`config.mk`:
```
export PLATFORM = sky130hd
export DESIGN_NAME = mips_gpio_in
export DESIGN_NICKNAME = d
export VERILOG_FILES = /design/src/rtl/mips_gpio_in.sv
export SDC_FILE = /design/constraint.sdc
export NUM_CORES = 1
export LEC_CHECK = 0
export CORE_UTILIZATION = 49
export CTS_CLUSTER_DIAMETER = 30
export DETAILED_ROUTE_END_ITERATION = 7
export PLACE_DENSITY = 0.79
export SLEW_MARGIN = 25
export SYNTH_ARGS = -nofsm -noshare
export SYNTH_HDL_FRONTEND = slang
export SYNTH_SLANG_ARGS = --single-unit
```
`constraint.sdc`:
```
create_clock -name clk -period 1.5 [get_ports clk]
set_input_delay 0.3 -clock clk [delete_from_list [all_inputs] [get_ports clk]]
set_output_delay 0.3 -clock clk [all_outputs]
set_load 0.1 [all_outputs]
```
`src/rtl/mips_gpio_in.sv`:
```
// GPIO input peripheral for the multi-cycle MIPS data bus: two-flop synchronizer,
// per-bit debounce, sticky write-1-to-clear edge flags and a maskable level interrupt.
module mips_gpio_in #(
  parameter int WIDTH           = 8,
  parameter int DEBOUNCE_CYCLES = 4
) (
  input  logic             clk,
  input  logic             reset,
  input  logic [WIDTH-1:0] GPIO_i,
  input  logic             sel,
  input  logic             we,
  input  logic [1:0]       addr,
  input  logic [31:0]      wdata,
  output logic [31:0]      rdata,
  output logic             irq
);

  localparam int            CW       = $clog2(DEBOUNCE_CYCLES + 1);
  localparam logic [CW-1:0] CNT_LAST = CW'(DEBOUNCE_CYCLES - 1);

  typedef enum logic [1:0] {
    REG_DATA   = 2'd0,
    REG_RISE   = 2'd1,
    REG_FALL   = 2'd2,
    REG_IRQ_EN = 2'd3
  } reg_e;

  logic [WIDTH-1:0] s1_q, s2_q;
  logic [WIDTH-1:0] db_q, db_d;
  logic [WIDTH-1:0] rise_q, rise_d;
  logic [WIDTH-1:0] fall_q, fall_d;
  logic [WIDTH-1:0] irq_en_q, irq_en_d;
  logic [CW-1:0]    cnt_q [WIDTH];
  logic [CW-1:0]    cnt_d [WIDTH];
  logic             irq_q, irq_d;

  logic             wr_en;
  logic [WIDTH-1:0] wr_bits;
  logic [WIDTH-1:0] clr_rise, clr_fall;
  logic             unused_wdata;

  assign wr_en        = sel & we;
  assign wr_bits      = wdata[WIDTH-1:0];
  assign clr_rise     = (wr_en && reg_e'(addr) == REG_RISE) ? wr_bits : '0;
  assign clr_fall     = (wr_en && reg_e'(addr) == REG_FALL) ? wr_bits : '0;
  assign unused_wdata = ^wdata;

  // A counter only advances while s2 disagrees with db; reaching the last step
  // commits the new level, so any disagreement run shorter than the threshold is lost.
  always_comb begin
    db_d = db_q;
    for (int i = 0; i < WIDTH; i++) begin
      cnt_d[i] = '0;
      if (s2_q[i] != db_q[i]) begin
        if (cnt_q[i] == CNT_LAST) begin
          db_d[i] = s2_q[i];
        end else begin
          cnt_d[i] = cnt_q[i] + CW'(1);
        end
      end
    end
  end

  // New edges are OR'd in after the clear so a colliding set always wins.
  always_comb begin
    rise_d   = (rise_q & ~clr_rise) | (db_d & ~db_q);
    fall_d   = (fall_q & ~clr_fall) | (~db_d & db_q);
    irq_en_d = irq_en_q;
    if (wr_en && reg_e'(addr) == REG_IRQ_EN) begin
      irq_en_d = wr_bits;
    end
    irq_d = |((rise_q | fall_q) & irq_en_q);
  end

  always_ff @(posedge clk or negedge reset) begin
    if (!reset) begin
      s1_q     <= '0;
      s2_q     <= '0;
      db_q     <= '0;
      rise_q   <= '0;
      fall_q   <= '0;
      irq_en_q <= '0;
      irq_q    <= 1'b0;
      for (int i = 0; i < WIDTH; i++) begin
        cnt_q[i] <= '0;
      end
    end else begin
      s1_q     <= GPIO_i;
      s2_q     <= s1_q;
      db_q     <= db_d;
      rise_q   <= rise_d;
      fall_q   <= fall_d;
      irq_en_q <= irq_en_d;
      irq_q    <= irq_d;
      for (int i = 0; i < WIDTH; i++) begin
        cnt_q[i] <= cnt_d[i];
      end
    end
  end

  always_comb begin
    rdata = '0;
    if (sel && !we) begin
      case (reg_e'(addr))
        REG_DATA:   rdata = 32'(db_q);
        REG_RISE:   rdata = 32'(rise_q);
        REG_FALL:   rdata = 32'(fall_q);
        REG_IRQ_EN: rdata = 32'(irq_en_q);
      endcase
    end
  end

  assign irq = irq_q;

endmodule

```
==> reports/results.ini <==
[place]
portBuffers = 30
dp_cells = 380
dp_hpwl_um = 4168
dp_slack_ps = -629.3
postPlaceCellArea_um2 = 3807
gp_congestion = 0.7719

[die]
dieHeight_um = 83.06
dieArea_um2 = 6898
io_pins = 79
start_util_pct = 50.70
die_w_um = 83.06
rows = 29
coreArea_um2 = 6350

[outcome]
violations = setup timing
status = finished with violations

[hold_path]
hold_depth = 0
hold_end = s2_q[2]
holdCritStartpoint = s1_q[2]
hold_path_class = flip-flop to flip-flop

[cells_and_area]
fin_util_pct = 66.19
drive_above_1_share_pct = 28.28
antennaDiodeCount = 0
n_fill_cell = 458
multi_input_area_um2 = 1246
syn_to_final_growth_pct = 30.55
stdcell_count = 420
finalNetCount = 392
ff_latch_area_um2 = 1827
finish.instance_area_um2 = 4203

[clock_tree]
cts_tree = done
clock_latency_ps = 350
root_buffer = clkbuf_8
clk_path_buf_depth = 2
cts_made_buffers = 9
clock-sinks = 73
htree_levels = 3
path_clk_slew_ps = 70

[critical_path]
required_ps = 1200
r2r-start = fall_q[0]
r2r_end = irq
reg2reg_depth = 5
cpPeakStageDelay_ps = 470
path_cells = mux4_2 -> nor2b_4 -> buf_12
crit_type = flip-flop to output port
critPathBufInv = 1
cp.depth = 3
slowest_stage = mux4_2
r2r_setup_slack_ps = 50
worstSetupStartpointType = flip-flop
cpLargestDelayFamily = multiplexers
critPathCaptureType = output port
critPathArrivalTime_ps = 1520
path_max_fanout = 2

[route]
dr_total_vias = 2156
drc = 0
ant_nets = 0
detail_route.vias_per_cell = 5.133
routedWlPerCell_um = 14.70
drt-initial-drc-count = 132
wirelength_um = 6173
drt_pass1_iterations = 4

[power]
cellPowerDensity_nw_per_um2 = 1682
power.total_mw = 7.068
ir_drop_mv = 0.9826
p_leak_nw = 1.980

[timing]
finClkSkew_ps = 13.29
maxSlewViolCount = 0
fin_ws_ps = -318.4
fin_crit_sh_pct = 121.2
finalHoldViolations = 0
fmax_ghz = 0.5499
tns_ps = -2448
grt_setup_unrepaired = true
min_period_ps = 1818
setup_viol = 8
whs_ps = 341.6

[synthesis]
postSynthAreaPerCell_um2 = 12.53
ys_warn_count = 0
ys_seq_elements = 73
syn_inst = 257
yosysSeqAreaShare_pct = 56.74
ys_types = 21
syn_area_um2 = 3219

[grt]
antenna_found_initial = 0
grt.overflow.total = 0
track_usage_pct = 19.52
grt_max_degree = 74
grt_pass1_vias = 2211
grt_pass1_wl_um = 10340

[job]
cap_violations = 0

## metal layers
metal / global-route usage, % / vias up / wire, um
met4: 7.210 / 0 / 104
met2: 32.56 / 58 / 3255
met3: 6.561 / 13 / 291
li1: - / 1011 / -
met5: 0 / - / 0
met1: 23.56 / 1074 / 2522
## state kept, by name, indices dropped and copies added (netlist names)
register / count
cnt_q: 24
db_q: 8
fall_q: 8
irq: 1
irq_en_q: 8
rise_q: 8
s1_q: 8
s2_q: 8
## cell type report
| cell class | instances | area share, % |
|---|---|---|
| Sequential cell | 73 | 43.47 |
| Multi-Input combinational cell | 159 | 29.65 |
| Timing Repair Buffer | 75 | 17.86 |
| Clock buffer | 14 | 4.108 |
| Tap cell | 77 | 2.292 |
| Inverter | 20 | 1.786 |
| Clock inverter | 2 | 0.8336 |
## cells in the mapped netlist (all sizes together)
cell | count | area share, %
a32o | 16 | 5.0
and4b | 2 | 0.66
buf | 28 | 7.0
conb | 1 | 0.12
dfrtp | 73 | 57
ha | 8 | 3.1
inv | 20 | 2.3
mux2 | 8 | 2.8
mux4 | 8 | 5.6
nand2 | 24 | 2.8
nand2b | 5 | 0.97
nand4 | 3 | 0.78
nor2b | 13 | 2.5
nor3 | 8 | 1.2
nor3b | 15 | 3.5
o21ai | 16 | 2.5
or2 | 1 | 0.19
xnor2 | 8 | 2.2
## placed cells by master (no fill, tap or decap), types with 2 or more instances in the layout
cell / n
a32o_1: 16
conb_1: 24
nor3b_1: 15
buf_4: 42
dfrtp_1: 73
buf_12: 11
nor2b_4: 8
inv_1: 20
clkbuf_1: 2
clkdlybuf4s50_1: 18
o21ai_0: 16
nor3_1: 8
clkbuf_8: 12
nand4_1: 2
xnor2_1: 8
mux2_2: 8
ha_1: 8
nand2b_1: 4
mux4_2: 8
nor2b_1: 5
nand2_1: 24
## worst max-delay path by stage
stage                   start       end
floorplan             addr[0]  rdata[0]
global placement      addr[1]  rdata[4]
detailed placement    addr[1]  rdata[5]
CTS                 fall_q[2]  rdata[2]
global route        fall_q[2]  rdata[2]
finish              fall_q[2]  rdata[2]
## where the power goes
part	internal [mW]	total (mW)	leakage, nW	switching [mW]
clock network	0.904	1.58	0.107	0.675
registers	2.51	2.81	0.915	0.301
logic	1.32	2.68	0.958	1.36
## logic make-up after synthesis
| group | share of synthesized area [%] |
|---|---|
| buffers and inverters | 9.327 |
| DFF | 56.74 |
| AOI/OAI and AO/OA | 7.462 |
| and+or+nand+nor | 12.67 |
| muxes | 8.395 |
| xor gates and xnor gates | 2.177 |
| other | 0.1165 |
| adders and majority gates | 3.109 |
## what timing repair did
action                                 CTS  global route
hold buffers                             1             0
setup endpoints to repair               30             8
endpoints found under the hold margin   39             0
gates resized for setup                  4             1
buffers inserted                        18             5
No activity file was read; power rests on OpenSTA's default activity.
==> patch 1, RTL diff (same settings) <==
Take the reset off `s1_q`, `s2_q` and `db_q` and load them in a clocked block of their own.
--- a/src/rtl/mips_gpio_in.sv
+++ b/src/rtl/mips_gpio_in.sv
@@ -76,5 +76,2 @@
     if (!reset) begin
-      s1_q     <= '0;
-      s2_q     <= '0;
-      db_q     <= '0;
       rise_q   <= '0;
@@ -87,5 +84,2 @@
     end else begin
-      s1_q     <= GPIO_i;
-      s2_q     <= s1_q;
-      db_q     <= db_d;
       rise_q   <= rise_d;
@@ -98,2 +92,8 @@
     end
+  end
+
+  always_ff @(posedge clk) begin
+    s1_q <= GPIO_i;
+    s2_q <= s1_q;
+    db_q <= db_d;
   end
Behaviour: not the same (Yosys sat finds a counterexample within 10 cycles, from zero or initial values and one cycle with reset low).
==> patch 1 against the original RTL <==
The run still ends with negative setup slack left. Non-clock buffer count decreased by 21. Total power decreased by 7.1%. Sequential share of layout area increased by 0.35 points. Sequential power increased by 2%. Largest cell class unchanged. Sequential cell count unchanged. Highest routed layer unchanged. Global-route usage decreased by 0.43 points. Fmax about the same. Synthesized area decreased by 3.7%. Cell count decreased by 5.5%. Critical path type unchanged. Clock skew decreased by 0.0065 ns. Wire length decreased by 13%. Worst setup slack got worse by 0.0016 ns. Design area decreased by 7.3%. Die area decreased by 3.6%.
==> patch 1: results <==
{
  "outcome": "complete, but fails checks",
  "violations": "negative setup slack",
  "synth_cell_types": 22,
  "cp_top_family": "multiplexers",
  "routed_via_density": 5.123,
  "skew_ns": 0.006812,
  "setup_slack_ns": -0.3200,
  "wl_per_cell_um": 13.60,
  "track_usage_pct": 19.09,
  "grt_max_degree": 50,
  "p_leak_uw": 0.001781,
  "pre_cts_ws_ns": -0.5699,
  "ir_drop_mv": 0.8854,
  "layout-drive-gt1-share_pct": 23.29,
  "grt_pass1_vias": 2023,
  "synth_area_leaders": "dfrtp_1, dfxtp_1, buf_4",
  "ys_seq_area_share_pct": 55.07,
  "setup_viol": 8,
  "grt_pass1_wl_um": 9108,
  "ys_async_sr_fraction_pct": 67.12,
  "nets": 371,
  "first_iter_violations": 83,
  "ys_warn_count": 0,
  "clkLatencyLatePin_ns": 0.34,
  "dp_hpwl_um": 3908
}
-- patch 1: cell type report --
class,count,area [um2]
clock buffers,13,158.9
clock inverters,3,15.01
fillers,469,2131
inverters,20,75.07
multi-input cells,159,1241
flip-flops and latches,73,1707
well taps,75,93.84
repair buffers,54,604.3
-- patch 1: kinds of logic (layout without fill, tap and decap cells) --
family | after synthesis | after routing | share of synthesized area (%)
AOI/OAI and AO/OA | 32 | 32 | 7.751
xor gates and xnor gates | 8 | 8 | 2.261
adders and majority gates | 8 | 8 | 3.230
buffers and inverters | 48 | 90 | 9.689
DFF | 73 | 73 | 55.07
muxes | 16 | 16 | 8.720
other | 1 | 24 | 0.1210
and+or+nand+nor | 71 | 71 | 13.16
-- patch 1: path summary, 6_finish.rpt --
path                             startpoint         to  slack [ns]  depth (start not counted)
worst max-delay path            irq_en_q[4]   rdata[4]       -0.32                          3
worst min-delay path                s1_q[2]    s2_q[2]        0.33                          0
worst max register to register    rise_q[6]        irq        0.18                          4
worst min register to register      s1_q[2]    s2_q[2]        0.33                          0
max in group asynchronous             reset   cnt_q[5]        0.79                          3
min in group asynchronous             reset  cnt_q[23]        0.46                          3
-- patch 1: power breakdown --
part,internal [uW],switching [uW],total (uW)
Clock,683,667,1350
Combinational,1130,1210,2340
Sequential,2520,362,2880
Total,4330,2240,6570
-- patch 1: repair_timing --
| item | CTS | global route |
|---|---|---|
| hold buffers | 1 | 0 |
| setup buffers | 8 | 1 |
| gates resized for setup | 2 | 1 |
| setup endpoints to repair | 29 | 8 |
| hold endpoints to repair | 49 | 0 |
| gates cloned | 0 | 0 |
-- patch 1: layer usage --
layer  GRT usage, %  wire, um
met1          22.48      2335
met2          31.92      2690
met3          7.000       307
met4          6.786        65
met5              0         0
-- patch 1: through the flow --
stage,area [um2],TNS [ns],std cells
2_1_floorplan,3266,-0.4658,280
3_3_place_gp,3645,-14.08,371
3_5_place_dp,3645,-14.32,371
4_1_cts,3886,-2.580,396
5_1_grt,3895,-2.872,397
6_report,3895,-2.464,397
==> patch 2, RTL diff (same settings) <==
Without the edit above. The parameter `DEBOUNCE_CYCLES` goes from 4 to 8.
--- a/src/rtl/mips_gpio_in.sv
+++ b/src/rtl/mips_gpio_in.sv
@@ -4,3 +4,3 @@
   parameter int WIDTH           = 8,
-  parameter int DEBOUNCE_CYCLES = 4
+  parameter int DEBOUNCE_CYCLES = 8
 ) (
Function: changed (Yosys sat finds a counterexample within 10 cycles, from zero or initial values and one cycle with reset low).
==> patch 2 against the original RTL <==
The flow still finishes with violations (negative setup slack). Die area rose by 14%. Worst hold slack gained 0.0080 ns. Sequential cell count is 8 higher. Synthesized area is 14% higher. Design area grew 10%. Sequential power is 6% higher. Worst setup slack got worse by 0.010 ns. Combinational power is 22% lower. Critical path depth unchanged. Largest cell class unchanged. Wire length grew 12%. Clock power down 14%. Synthesized cell count is 14% higher. Critical path type unchanged. Total power fell by 9.0%.
==> patch 2: results <==
{
  "outcome": "complete, but fails checks",
  "violations": "negative setup slack",
  "dp.cells": 432,
  "netlist_instances": 294,
  "synthTopCellsByCount": "dfrtp_1, buf_4, nor2_1",
  "gp_congestion": 0.7236,
  "synth_adder_area_share_pct": 2.724,
  "critPathLaunch": "irq_en_q[5]",
  "setup_viol": 8,
  "grt_pass1_vias": 2528,
  "dp_hpwl_um": 4846,
  "synth_area_leaders": "dfrtp_1, buf_4, mux2_2",
  "muxShareOfSynthArea_pct": 11.99,
  "critPathCapture": "rdata[5]",
  "pre_cts_ws_ns": -0.6033,
  "synth_compound_area_share_pct": 4.903,
  "wl_met2_um": 3613,
  "skew_ns": 0.007105,
  "largest_reg_flops": 32,
  "first_iter_violations": 106,
  "dr_wl_met3_um": 223,
  "routed_via_density": 5.049,
  "grt_pass1_wl_um": 11600,
  "track_usage_pct": 20.16,
  "synth_xor_area_share_pct": 1.907,
  "worstReg2RegStart": "fall_q[7]",
  "layout-drive-gt1-share_pct": 26.81,
  "grt.met1_usage_pct": 24.21,
  "setup_tns_ns": -2.490,
  "met2_usage_pct": 35.52,
  "wl_um": 6884,
  "ir_drop_mv": 0.8311,
  "setup_slack_ns": -0.3285,
  "p_leak_uw": 0.002106,
  "antenna_found_initial": 0,
  "reg2reg_depth": 6,
  "cpPeakStageDelay_ns": 0.47,
  "nets": 424,
  "grt_max_degree": 30
}
-- patch 2: cell types whose count changed in the layout (fill, tap and decap cells not counted), sizes merged, moves of 12 or more --
| cell | before | now |
|---|---|---|
| a32o | 16 | 0 |
| inv | 20 | 1 |
| nand2b | 5 | 17 |
| nor2 | 0 | 24 |
| o2bb2ai | 0 | 16 |
-- patch 2: how the worst min path moves through the flow --
stage,startpoint,to,slack (ns),cells after the start
floorplan,reset,cnt_q[0],0.004,0
global placement,reset,cnt_q[15],0.24,1
detailed placement,reset,cnt_q[15],0.24,1
CTS,s1_q[7],s2_q[7],0.35,0
global route,s1_q[4],s2_q[4],0.36,0
finish,s1_q[7],s2_q[7],0.35,0
-- patch 2: logic make-up after synthesis --
logic type,Yosys count
buffers and inverters,29
xor gates and xnor gates,8
other,1
DFF,81
muxes,32
and+or+nand+nor,111
adders and majority gates,8
AOI/OAI and AO/OA,24
-- patch 2: stage by stage --
step	area, um2	hold slack, ns
global route	4633	0.3617
global placement	4268	0.2420
finish	4633	0.3496
floorplan	3834	0.004409
detailed placement	4268	0.2438
CTS	4573	0.3525
-- patch 2: power by group --
part	total [uW]	internal, uW	switching (uW)
registers	2970	2640	330
logic	2100	1040	1060
clock network	1360	667	695
total	6430	4350	2080
-- patch 2: area by class of cell --
cell class	instances	area [um2]
well taps	99	123.9
repair buffers	70	739.5
fillers	562	2620
multi-input cells	207	1570
clock buffers	11	151.4
clock inverters	3	17.52
inverters	1	3.754
flip-flops and latches	81	2027
-- patch 2: what timing repair did --
action | in CTS | in global routing
setup endpoints to repair | 16 | 8
resized for setup | 3 | 1
hold endpoints to repair | 25 | 0
setup buffers | 17 | 8
hold buffers | 1 | 0
